File: config.mk
export PLATFORM = sky130hd
export DESIGN_NAME = riscv_mdu
export DESIGN_NICKNAME = d
export VERILOG_FILES = /design/src/rtl/riscv_mdu.sv
export SDC_FILE = /design/constraint.sdc
export NUM_CORES = 1
export LEC_CHECK = 0
export BUFFER_PORTS_ARGS = -buffer_cell sky130_fd_sc_hd__buf_2
export CAP_MARGIN = 30
export CORE_ASPECT_RATIO = 0.8
export CORE_MARGIN = 2
export CORE_UTILIZATION = 33
export CTS_CLUSTER_DIAMETER = 80
export DETAILED_ROUTE_END_ITERATION = 10
export GPL_ROUTABILITY_DRIVEN = 0
export PLACE_DENSITY = 0.51
export RECOVER_POWER = 25
export SLEW_MARGIN = 0
export SYNTH_ARGS = -nofsm -noshare
export SYNTH_HDL_FRONTEND = slang
export SYNTH_SLANG_ARGS = --single-unit
File: constraint.sdc
create_clock -name clk -period 10.36 [get_ports clk]
set_clock_uncertainty 0.1 [all_clocks]
set_input_delay 1.554 -clock clk [delete_from_list [all_inputs] [get_ports clk]]
set_output_delay 1.554 -clock clk [all_outputs]
set_load 0.1 [all_outputs]
File: src/rtl/riscv_mdu.sv
// riscv_mdu -- iterative RISC-V M-extension multiply/divide unit.
//
// Multiplies with a radix-2^BITS_PER_CYCLE shift-add loop. Divides with a
// restoring loop that resolves BITS_PER_CYCLE quotient bits per cycle. Signed
// operations work on operand magnitudes. The sign of the result is applied in
// the same edge that leaves BUSY, so the result is ready N+1 cycles after
// accept, where N = XLEN/BITS_PER_CYCLE. Divide-by-zero and signed overflow
// do not iterate: they produce their result at the edge that accepts them.
//
// Ports
//   clk         clock, rising edge
//   rstn        asynchronous active-low reset
//   flush       kills any operation in progress (priority over all else)
//   wb_stall    downstream stall; holds a completed result in DONE
//   id_bubble   1 = ID slot empty
//   id_mdu_op   1 = ID instruction is an M-extension op
//   id_func     funct3 (MUL, MULH, MULHSU, MULHU, DIV, DIVU, REM, REMU)
//   opA, opB    rs1 / rs2 operands
//   mdu_r       registered result, valid while mdu_bubble = 0
//   mdu_bubble  0 only in DONE
//   mdu_stall   requests a hold of the ID/EX pipeline
module riscv_mdu #(
  parameter int XLEN           = 32,
  parameter int BITS_PER_CYCLE = 1
) (
  input  logic            clk,
  input  logic            rstn,
  input  logic            flush,
  input  logic            wb_stall,
  input  logic            id_bubble,
  input  logic            id_mdu_op,
  input  logic [2:0]      id_func,
  input  logic [XLEN-1:0] opA,
  input  logic [XLEN-1:0] opB,
  output logic [XLEN-1:0] mdu_r,
  output logic            mdu_bubble,
  output logic            mdu_stall
);

  localparam int BPC = BITS_PER_CYCLE;
  localparam int N   = XLEN / BPC;
  localparam int CW  = $clog2(N);

  typedef enum logic [1:0] {
    IDLE = 2'd0,
    BUSY = 2'd1,
    DONE = 2'd2
  } state_t;

  state_t          state, state_n;
  logic [CW-1:0]   cnt;
  logic            last;
  logic            accept;

  // ID-side decode
  logic                   is_div_id;
  logic                   a_sgn_id, b_sgn_id;
  logic                   a_neg_id, b_neg_id;
  logic signed [XLEN-1:0] opa_s, opb_s;
  logic [XLEN-1:0]        a_mag_id, b_mag_id;
  logic                   div_zero_id, div_ovf_id, quick_id;
  logic [XLEN-1:0]        quick_res_id;

  // Latched operation and iteration registers
  logic [2:0]             func_p1;
  logic                   neg_p1;
  logic [XLEN-1:0]        mcand_p1;
  logic [XLEN-1:0]        acc_hi_p1, acc_lo_p1;
  logic [2*XLEN-1:0]      step_acc;

  // Two's-complement magnitude of a value that is known to be negative when
  // neg is set. The most negative number maps onto itself, which is the
  // correct unsigned magnitude.
  function automatic logic [XLEN-1:0] magnitude(input logic [XLEN-1:0] v,
                                                input logic            neg);
    return neg ? -v : v;
  endfunction

  // One shift-add iteration. hi holds the partial product, lo the remaining
  // multiplier bits; the product leaves the low end of lo as it fills hi.
  function automatic logic [2*XLEN-1:0] mul_step(input logic [XLEN-1:0] hi,
                                                 input logic [XLEN-1:0] lo,
                                                 input logic [XLEN-1:0] mcand);
    logic [XLEN+BPC-1:0]   pp;
    logic [XLEN+BPC-1:0]   sum;
    logic [2*XLEN+BPC-1:0] wide;
    pp   = {{BPC{1'b0}}, mcand} * {{XLEN{1'b0}}, lo[BPC-1:0]};
    sum  = {{BPC{1'b0}}, hi} + pp;
    wide = {sum, lo};
    return wide[2*XLEN+BPC-1:BPC];
  endfunction

  // BPC restoring-division steps. rem is the partial remainder, quo starts as
  // the dividend and collects quotient bits at its low end.
  function automatic logic [2*XLEN-1:0] div_step(input logic [XLEN-1:0] rem_in,
                                                 input logic [XLEN-1:0] quo_in,
                                                 input logic [XLEN-1:0] dvsr);
    logic [XLEN-1:0] rem;
    logic [XLEN-1:0] quo;
    logic [XLEN:0]   trial;
    rem = rem_in;
    quo = quo_in;
    for (int i = 0; i < BPC; i++) begin
      trial = {rem, quo[XLEN-1]};
      quo   = {quo[XLEN-2:0], 1'b0};
      if (trial >= {1'b0, dvsr}) begin
        trial  = trial - {1'b0, dvsr};
        quo[0] = 1'b1;
      end
      rem = trial[XLEN-1:0];
    end
    return {rem, quo};
  endfunction

  // Select the architectural result and apply the sign correction.
  // Division: hi = remainder, lo = quotient. Multiply: full 2*XLEN product.
  function automatic logic [XLEN-1:0] finish_res(input logic [2:0]        func,
                                                 input logic              neg,
                                                 input logic [2*XLEN-1:0] acc);
    logic [XLEN-1:0]   sel;
    logic [2*XLEN-1:0] prod;
    if (func[2]) begin
      sel = func[1] ? acc[2*XLEN-1:XLEN] : acc[XLEN-1:0];
      return neg ? -sel : sel;
    end
    prod = neg ? -acc : acc;
    return (func[1:0] == 2'b00) ? prod[XLEN-1:0] : prod[2*XLEN-1:XLEN];
  endfunction

  // ---- ID decode (combinational, ahead of the accept edge) ----
  assign is_div_id = id_func[2];
  // MUL/MULH/MULHSU treat rs1 as signed; MUL/MULH treat rs2 as signed.
  assign a_sgn_id  = is_div_id ? ~id_func[0] : (id_func[1:0] != 2'b11);
  assign b_sgn_id  = is_div_id ? ~id_func[0] : ~id_func[1];
  assign opa_s     = opA;
  assign opb_s     = opB;
  assign a_neg_id  = a_sgn_id & (opa_s < 0);
  assign b_neg_id  = b_sgn_id & (opb_s < 0);
  assign a_mag_id  = magnitude(opA, a_neg_id);
  assign b_mag_id  = magnitude(opB, b_neg_id);

  assign div_zero_id = is_div_id & (opB == '0);
  assign div_ovf_id  = is_div_id & ~id_func[0] &
                       (opA == {1'b1, {(XLEN-1){1'b0}}}) & (&opB);
  assign quick_id    = div_zero_id | div_ovf_id;
  // id_func[1] distinguishes REM* from DIV*.
  assign quick_res_id = div_zero_id ? (id_func[1] ? opA : {XLEN{1'b1}})
                                    : (id_func[1] ? '0  : opA);

  assign accept = rstn & (state == IDLE) & id_mdu_op & ~id_bubble & ~flush;
  assign last   = (cnt == CW'(N-1));

  always_comb begin
    state_n    = state;
    mdu_stall  = 1'b0;
    mdu_bubble = 1'b1;
    if (flush) begin
      state_n = IDLE;
    end else begin
      case (state)
        IDLE:    if (accept)    state_n = quick_id ? DONE : BUSY;
        BUSY:    if (last)      state_n = DONE;
        DONE:    if (!wb_stall) state_n = IDLE;
        default:                state_n = IDLE;
      endcase
    end
    mdu_stall  = ((state == BUSY) | accept) & ~flush;
    mdu_bubble = (state != DONE);
  end

  always_comb begin
    step_acc = func_p1[2] ? div_step(acc_hi_p1, acc_lo_p1, mcand_p1)
                          : mul_step(acc_hi_p1, acc_lo_p1, mcand_p1);
  end

  // ---- control and result register ----
  always_ff @(posedge clk or negedge rstn) begin
    if (!rstn) begin
      state <= IDLE;
      cnt   <= '0;
      mdu_r <= '0;
    end else begin
      state <= state_n;
      if (flush || accept) begin
        cnt <= '0;
      end else if (state == BUSY) begin
        cnt <= cnt + CW'(1);
      end
      if (accept && quick_id) begin
        mdu_r <= quick_res_id;
      end else if ((state == BUSY) && last && !flush) begin
        mdu_r <= finish_res(func_p1, neg_p1, step_acc);
      end
    end
  end

  // ---- iteration datapath (stage p1) ----
  always_ff @(posedge clk) begin
    if (accept) begin
      func_p1   <= id_func;
      // REM follows the dividend sign; everything else is the sign xor.
      neg_p1    <= (is_div_id && id_func[1]) ? a_neg_id : (a_neg_id ^ b_neg_id);
      mcand_p1  <= is_div_id ? b_mag_id : a_mag_id;
      acc_hi_p1 <= '0;
      acc_lo_p1 <= is_div_id ? a_mag_id : b_mag_id;
    end else if (state == BUSY) begin
      {acc_hi_p1, acc_lo_p1} <= step_acc;
    end
  end

endmodule

Yosys cells after proc, flatten, opt, wreduce, memory -nomap -nowiden
Cells that the tools add are included.
{"block": "totals", "word_cells": 94, "in_bits": 73, "out_inout_bits": 34, "reg_bits": 139}
{"block": "op_classes", "n_bitwise": 18, "magnitude_cmp": 3, "n_mux": 34, "n_addsub": 7, "eq_ne": 9, "reduce_logical": 14, "multipliers": 1}
{"operator": "$mux 32", "count": 17}
{"operator": "$mux 64", "count": 2}
{"operator": "$neg 32->32", "count": 3}
{"operator": "$lt 32x1->1 const B", "count": 2}
{"operator": "$neg 64->64", "count": 1}
{"operator": "$add 32x33->33", "count": 1}
{"operator": "$ge 33x32->1", "count": 1}
{"operator": "$mul 32x1->33", "count": 1}
{"operator": "$eq 32x32->1 const B", "count": 1}
{"operator": "$logic_not 32->1", "count": 1}
{"operator": "$reduce_and 32->1", "count": 1}
{"operator": "$sub 32x32->32", "count": 1}
{"operator": "$and 1x1->1", "count": 11}
{"operator": "$mux 2", "count": 5}
{"operator": "$mux 5", "count": 2}
{"operator": "$ne 3x3->1 const B", "count": 3}
{"operator": "$mux 1", "count": 7}
{"operator": "$pmux 2 s3", "count": 1}
{"operator": "$reduce_bool 2->1", "count": 3}
{"operator": "$add 5x1->5 const B", "count": 1}
{"operator": "$eq 5x5->1 const B", "count": 1}
{"operator": "$logic_and 1x1->1", "count": 4}
{"operator": "$logic_not 2->1", "count": 2}
{"operator": "$ne 2x2->1 const B", "count": 2}
{"operator": "8 further kinds", "count": 12}

Longest topological paths before layout
Gate-level depths: netlist of run 1.
{"block": "logic_depth", "ltp_word": 10, "ltp_mapped": 21, "mapped_depth_nobuf": 19}

Least setup slack after synthesis of run 1
Ideal clock, no wire load.
{"block": "synth_path", "path_type": "input -> output", "startpoint": "input id_bubble", "endpoint": "output mdu_stall", "arrival_ns": 3.983, "slack_ns": 4.723, "path_stages": 2, "t_required_ns": 8.706, "n_path_buf": 0, "cell_sequence": "nand3b_1 a211oi_1"}
{"block": "synth_between", "elab_chain_len": 5}
{"item": "start: declaration", "line_no": "30", "rtl": "input logic id_bubble,"}
{"item": "$not 1->1", "line_no": "150", "rtl": "assign accept = rstn & (state == IDLE) & id_mdu_op & ~id_bubble & ~flush;"}
{"item": "$and 1x1->1 (2 in series)", "line_no": "150"}
{"item": "$or 1x1->1", "line_no": "167", "rtl": "mdu_stall = ((state == BUSY) | accept) & ~flush;"}
{"item": "$and 1x1->1", "line_no": "167"}
{"item": "end: declaration", "line_no": "37", "rtl": "output logic mdu_stall"}
Every way passes these cells.

Final worst setup path of run 1
{"block": "layout_path", "startpoint": "input id_func[2]", "endpoint": "register mdu_r[31]"}
{"block": "layout_between", "elab_chain_len": 6, "elab_cells_between_ends": 9, "cone_classes": "mux (2); bitwise (5); reduce/logical (2)"}
{"item": "start: declaration", "line_no": "32", "rtl": "input logic [2:0] id_func,"}
{"item": "$and 1x1->1 (2 in series)", "line_no": "143", "rtl": "assign div_ovf_id = is_div_id & ~id_func[0] &"}
{"item": "$and 1x1->1", "line_no": "144", "rtl": "(opA == {1'b1, {(XLEN-1){1'b0}}}) & (&opB);"}
{"item": "$or 1x1->1", "line_no": "145", "rtl": "assign quick_id = div_zero_id | div_ovf_id;"}
{"item": "$logic_and 1x1->1", "line_no": "189", "rtl": "if (accept && quick_id) begin"}
{"item": "$mux 32 or $reduce_bool 2->1 (tied branches)"}
{"item": "end signal: assignment", "line_no": "190", "rtl": "mdu_r <= quick_res_id;"}
{"item": "end signal: assignment", "line_no": "192", "rtl": "mdu_r <= finish_res(func_p1, neg_p1, step_acc);"}
{"item": "end: declaration", "line_no": "35", "rtl": "output logic [XLEN-1:0] mdu_r,"}
Several ways; a longest one is shown, not always the timed one.
A chain may end at the register's enable or synchronous reset.

==> results of run 1 <==
## cell families (layout without fill, tap and decap cells)
kind of cell    after synthesis  count (layout)  synth area share
xor+xnor                    148             148            0.0747
other cells                   0               4                 0
flops                       139             139             0.211
fa+ha+maj                    73              73            0.0535
mux                         120             120            0.0734
simple gates                788             788             0.231
buf+inv                     216             259            0.0548
compound gates              790             790             0.301
## state kept, by name, indices dropped and copies added, names as in the netlist
| name | cells |
|---|---|
| mdu_r | 32 |
| acc_lo_p1 | 32 |
| state | 2 |
| cnt | 5 |
| acc_hi_p1 | 32 |
| neg_p1 | 1 |
| func_p1 | 3 |
| mcand_p1 | 32 |
## worst max-delay path by stage
stage / cells after the start / end / start
2_1_floorplan: 2 / mdu_stall / id_bubble
3_3_place_gp: 14 / mdu_r[27] / rstn
3_5_place_dp: 14 / mdu_r[27] / rstn
4_1_cts: 20 / mdu_r[30] / mcand_p1[18]
5_1_grt: 10 / acc_lo_p1[21] / id_func[2]
6_report: 10 / mdu_r[31] / id_func[2]
## layer usage
layer	wire length, µm	track usage	part of all wire	up-vias
met5	34	0	0.00042	-
met1	35300	0.416	0.44	9201
met2	31900	0.389	0.40	1187
li1	-	-	-	8609
met3	10300	0.100	0.13	153
met4	2670	0.0987	0.033	4
## critical path, stage by stage
cell and delay (ns):
clkbuf_1 1.06, clkbuf_1 2.24, nand2b_1 0.34, or4_1 0.63
nand2_1 0.62, a211oi_1 0.33, a21o_1 0.28, a2111oi_0 0.43
o21ai_0 0.18, o211ai_1 0.18
## Yosys cell counts, types with 33 or more instances
| cell | n | area (µm²) |
|---|---|---|
| a31oi_1 | 40 | 250 |
| nor3_1 | 65 | 325 |
| edfxtp_1 | 68 | 2040 |
| o21ai_0 | 164 | 821 |
| o211ai_1 | 33 | 248 |
| inv_1 | 83 | 312 |
| nand2_1 | 186 | 698 |
| clkbuf_1 | 71 | 267 |
| ha_1 | 71 | 888 |
| xnor2_1 | 86 | 753 |
| nor2_1 | 213 | 800 |
| xor2_1 | 62 | 543 |
| dfrtp_1 | 39 | 976 |
| a21oi_1 | 231 | 1160 |
| mux2i_1 | 89 | 891 |
| or3_1 | 34 | 213 |
| nand3_1 | 52 | 260 |
| and2_1 | 49 | 307 |
## cell type report
cell class	instances	area share
clock buffer	20	0.0247
clock inverter	12	0.00699
inverter	84	0.0166
sequential	139	0.193
timing repair buffer	143	0.0408
antenna	4	0.000527
tap	693	0.0457
multi-input combinational	1919	0.672
## stage by stage
stage	utilization	total power, mW
2_1_floorplan	-	2.26
3_3_place_gp	0.353	2.92
3_5_place_dp	0.353	2.93
4_1_cts	0.364	3.60
5_1_grt	0.364	3.85
6_report	0.364	3.68
## power by group through the flow
stage	sequential [mW]	clock [mW]	combinational (mW)
after floorplan	0.735	0	1.53
after global placement	0.747	0	2.17
after detailed placement	0.751	0	2.18
after CTS	0.740	0.673	2.19
after global routing	0.750	0.692	2.41
final	0.742	0.674	2.27
==> flow_summary.toml, run 1 <==
[clocking]
clkTransAtPathRegs_ns = 0.07
cts_sinks = 139
cts_made_buffers = 17
clock-root-buffer = "clkbuf_16"
h-tree-depth = 4
insertion_delay_ns = 0.47
cts_tree = "done"
cts.hold.buffers_added = 0
cts_resized = 0
cts_buffer_depth = 2
post_cts_buffers = 0

[timing]
hold_violations = 0
finalSetupViolations = 0
rsz0062_at_grt = "false"
hold_ws_ns = 0.400
drv_slew = 94
finalSetupTns_ns = 0
finalWorstSetupSlack_ns = 2.76
slew_headroom = -1.04
fin_crit_ns = 7.60
worst_pin_slew_ns = 3.05
max_freq_mhz = 132
period_share = 0.733

[setup_path]
cp-start-kind = "input pin"
end_kind = "flop"
worstPathMaxFanout = 52
cp_data_required_time_ns = 10.65
r2r_slack_ns = 4.29
worst-r2r-cell-count = 20
arrival_ns = 7.89
path_class = "input pin to flop"
worstReg2RegStart = "mcand_p1[18]"
r2r-end = "mdu_r[30]"

[global_routing]
antenna_found_initial = 9
first_global_vias = 17300
gr-total-overflow = 0
grt_max_degree = 139
track_usage = 0.287
grt_pass1_wl_mm = 116

[logic_synthesis]
synth_edf_count = 68
ys_dominant_reg_cell = "edfxtp_1"
synthesis.nets = 2420
synth_area_um2 = 17300
synth-async-reset-ratio = 0.281
ys_ff_latch = 139
synthDistinctLibCells = 113
syn_inst = 2274
yosysSeqAreaShare = 0.211
syn_avg_cell_area_um2 = 7.63
ys_warn_count = 0

[detailed_routing]
ant_nets = 0
wl_per_cell_um = 26.6
first_iter_violations = 2583
dr.pass1.iters = 6
viasPerCell = 6.36
drt_wl_total_mm = 80.2
vias = 19200
post-route-drc-count = 0

[finish]
drive_above_1_share = 0.109
fin_area_um2 = 19000
seqCellArea_um2 = 3660
final.fill_count = 5547
multi_input_area_um2 = 12800
final_cells = 3014
final_cell_mix = "a21oi_1, nor2_1, nand2_1"
syn2layout_area_growth_pct = 9.42
final_nets = 2450
final_common_cell = "a21oi_1"

[place]
io_buffers = 106
place.detailed.hpwl_mm = 62.7
pre_cts_slack_ns = 4.53
dp.cells = 2975
placed_area_um2 = 18400

[pwr]
power_density_nw_per_um2 = 194
swShare = 0.519
p_seq_frac = 0.202
irDropWorstVdd_mv = 0.124
clkPwrFrac = 0.183
internal_power_mw = 1.77
p_switching_mw = 1.91
leakage_nw = 7.35
combPwrFrac = 0.615

[floorplan]
dieWidth_um = 260
die_h_um = 209
core_um2 = 52200
io_pins = 107
die-area_um2 = 54400
initial_utilization = 0.332
rows = 75

[flow_run]
drv_cap = 3

[status]
failed_checks = "max-capacitance violations, max-slew violations"
status = "finished with violations"

[hold_path]
worstHoldStart = "mdu_r[14]"
min_path_type = "flop to flop"
holdPathStages = 2
min_to = "mdu_r[14]"
Note: power is estimated with default switching activity, not from simulation.
==> run 2: changes to the inputs <==
Clock period 10.36 ns to 7.3 ns, I/O delays scaled along.
==> flow_summary.toml, run 2 (synthesized netlist as in run 1, its figures left out) <==
[timing]
drv_slew = 112
worst_pin_slew_ns = 4.23
fin_crit_ns = 6.06
max_freq_mhz = 165
hold_ws_ns = 0.415
finalSetupTns_ns = 0
rsz0062_at_grt = "false"
slew_headroom = -1.82
period_share = 0.830
hold_violations = 0
finalSetupViolations = 0

[detailed_routing]
wl_met2_mm = 31.8
top_layer = "met5"
viasPerCell = 6.32
first_iter_violations = 2613
ant_nets = 0
vias = 19100
wl_per_cell_um = 26.6
dr.pass1.iters = 6
post-route-drc-count = 0
drt-met1-wl_mm = 35.0
drt_wl_total_mm = 80.5
route.met3.wl_mm = 11.1

[status]
failed_checks = "max-capacitance violations, max-slew violations"
status = "finished with violations"

[pwr]
leakage_nw = 7.41
power_density_nw_per_um2 = 275
irDropWorstVdd_mv = 0.185

[hold_path]
holdPathStages = 2
min_path_type = "flop to flop"

[clocking]
insertion_delay_ns = 0.47
post_cts_buffers = 0
h-tree-depth = 4
cts_made_buffers = 17
clkTransAtPathRegs_ns = 0.07
cts.hold.buffers_added = 0
cts_sinks = 139
clock-root-buffer = "clkbuf_16"
cts_resized = 0
cts_buffer_depth = 2
cts_tree = "done"

[setup_path]
slowest_stage = "clkbuf_1"
slowest_delay_ns = 3.01
worstReg2RegStart = "mcand_p1[6]"
worstPathMaxFanout = 70
end_kind = "flop"
r2r-end = "mdu_r[30]"
arrival_ns = 5.86
worst-r2r-cell-count = 19
cp_data_required_time_ns = 7.10
r2r_slack_ns = 1.33
path_class = "input pin to flop"
startpoint = "id_func[2]"
cp-endpoint = "mcand_p1[25]"
cp-start-kind = "input pin"
crit_family = "buffers and inverters"
crit_cells = 4
cp_cell_sequence = "buf_4 > clkbuf_1 > clkbuf_1 > o21ai_0"
crit_top_cell = "clkbuf_1"
cp_num_buf_inv = 3

[floorplan]
core_um2 = 52200
io_pins = 107
die_h_um = 209
dieWidth_um = 260
rows = 75
initial_utilization = 0.332
die-area_um2 = 54400

[finish]
seqCellArea_um2 = 3660
final.fill_count = 5566
syn2layout_area_growth_pct = 10.0
drive_above_1_share = 0.113
final_common_cell = "a21oi_1"
final_cell_mix = "a21oi_1, nor2_1, nand2_1"
final_cells = 3023
final_nets = 2462
multi_input_area_um2 = 12800

[place]
io_buffers = 106
place.detailed.hpwl_mm = 63.3
dp.cells = 2988

[global_routing]
grt_max_degree = 75
first_global_vias = 17600
gr-total-overflow = 0
antenna_found_initial = 5
track_usage = 0.290
grt_pass1_wl_mm = 117

[flow_run]
drv_cap = 2
run 2: cell type report:
| cell class | instances | area share |
|---|---|---|
| multi-input combinational | 1919 | 0.668 |
| antenna | 1 | 0.000131 |
| timing repair buffer | 155 | 0.0457 |
| clock inverter | 13 | 0.00905 |
| clock buffer | 19 | 0.0232 |
| sequential | 139 | 0.192 |
| tap | 693 | 0.0454 |
| inverter | 84 | 0.0165 |
run 2: worst reg2reg max path, stage by stage, from the launching register on:
cell and delay [ns]:
edfxtp_1 0.36, inv_1 0.06, ha_1 0.41, a21oi_2 0.24, o21ai_1 0.11, a21o_1 0.30, o31ai_4 0.49, a31o_2 0.32
ha_1 0.26, o221ai_1 0.34, or4_1 0.64, nor4_2 0.15, nand2b_1 0.11, a211o_1 0.23, or4_1 0.57, nor3_1 0.41
nand2_2 0.10, a31o_1 0.21, o31a_1 0.23, a211o_1 0.22
run 2: report_power, final:
group / leakage [nW] / switching (mW) / internal [mW]
Clock: 0.300 / 0.400 / 0.578
Sequential: 1.40 / 0.133 / 0.925
Combinational: 5.71 / 2.15 / 1.07
Total: 7.41 / 2.68 / 2.58
run 2: how the worst min path moves through the flow:
stage                  startpoint            end
global placement        mdu_r[11]      mdu_r[11]
global route            mdu_r[11]      mdu_r[11]
CTS                  acc_hi_p1[9]   acc_hi_p1[9]
finish              acc_hi_p1[10]  acc_hi_p1[10]
detailed placement      mdu_r[11]      mdu_r[11]
floorplan           acc_hi_p1[27]  acc_hi_p1[27]
run 2: routing by layer:
metal | GRT usage | up-vias
met5 | 0 | -
met4 | 0.0958 | 4
met3 | 0.110 | 133
met2 | 0.394 | 1153
met1 | 0.415 | 9189
li1 | - | 8628
run 2: through the flow:
step	cell area, µm²	util	worst slack, ns	power (mW)
after floorplan	17300	-	2.42	3.21
after global placement	18500	0.354	1.75	4.15
after CTS	19100	0.366	1.51	5.14
after detailed placement	18500	0.355	1.56	4.17
after global routing	19100	0.366	0.809	5.51
final	19100	0.366	1.24	5.26
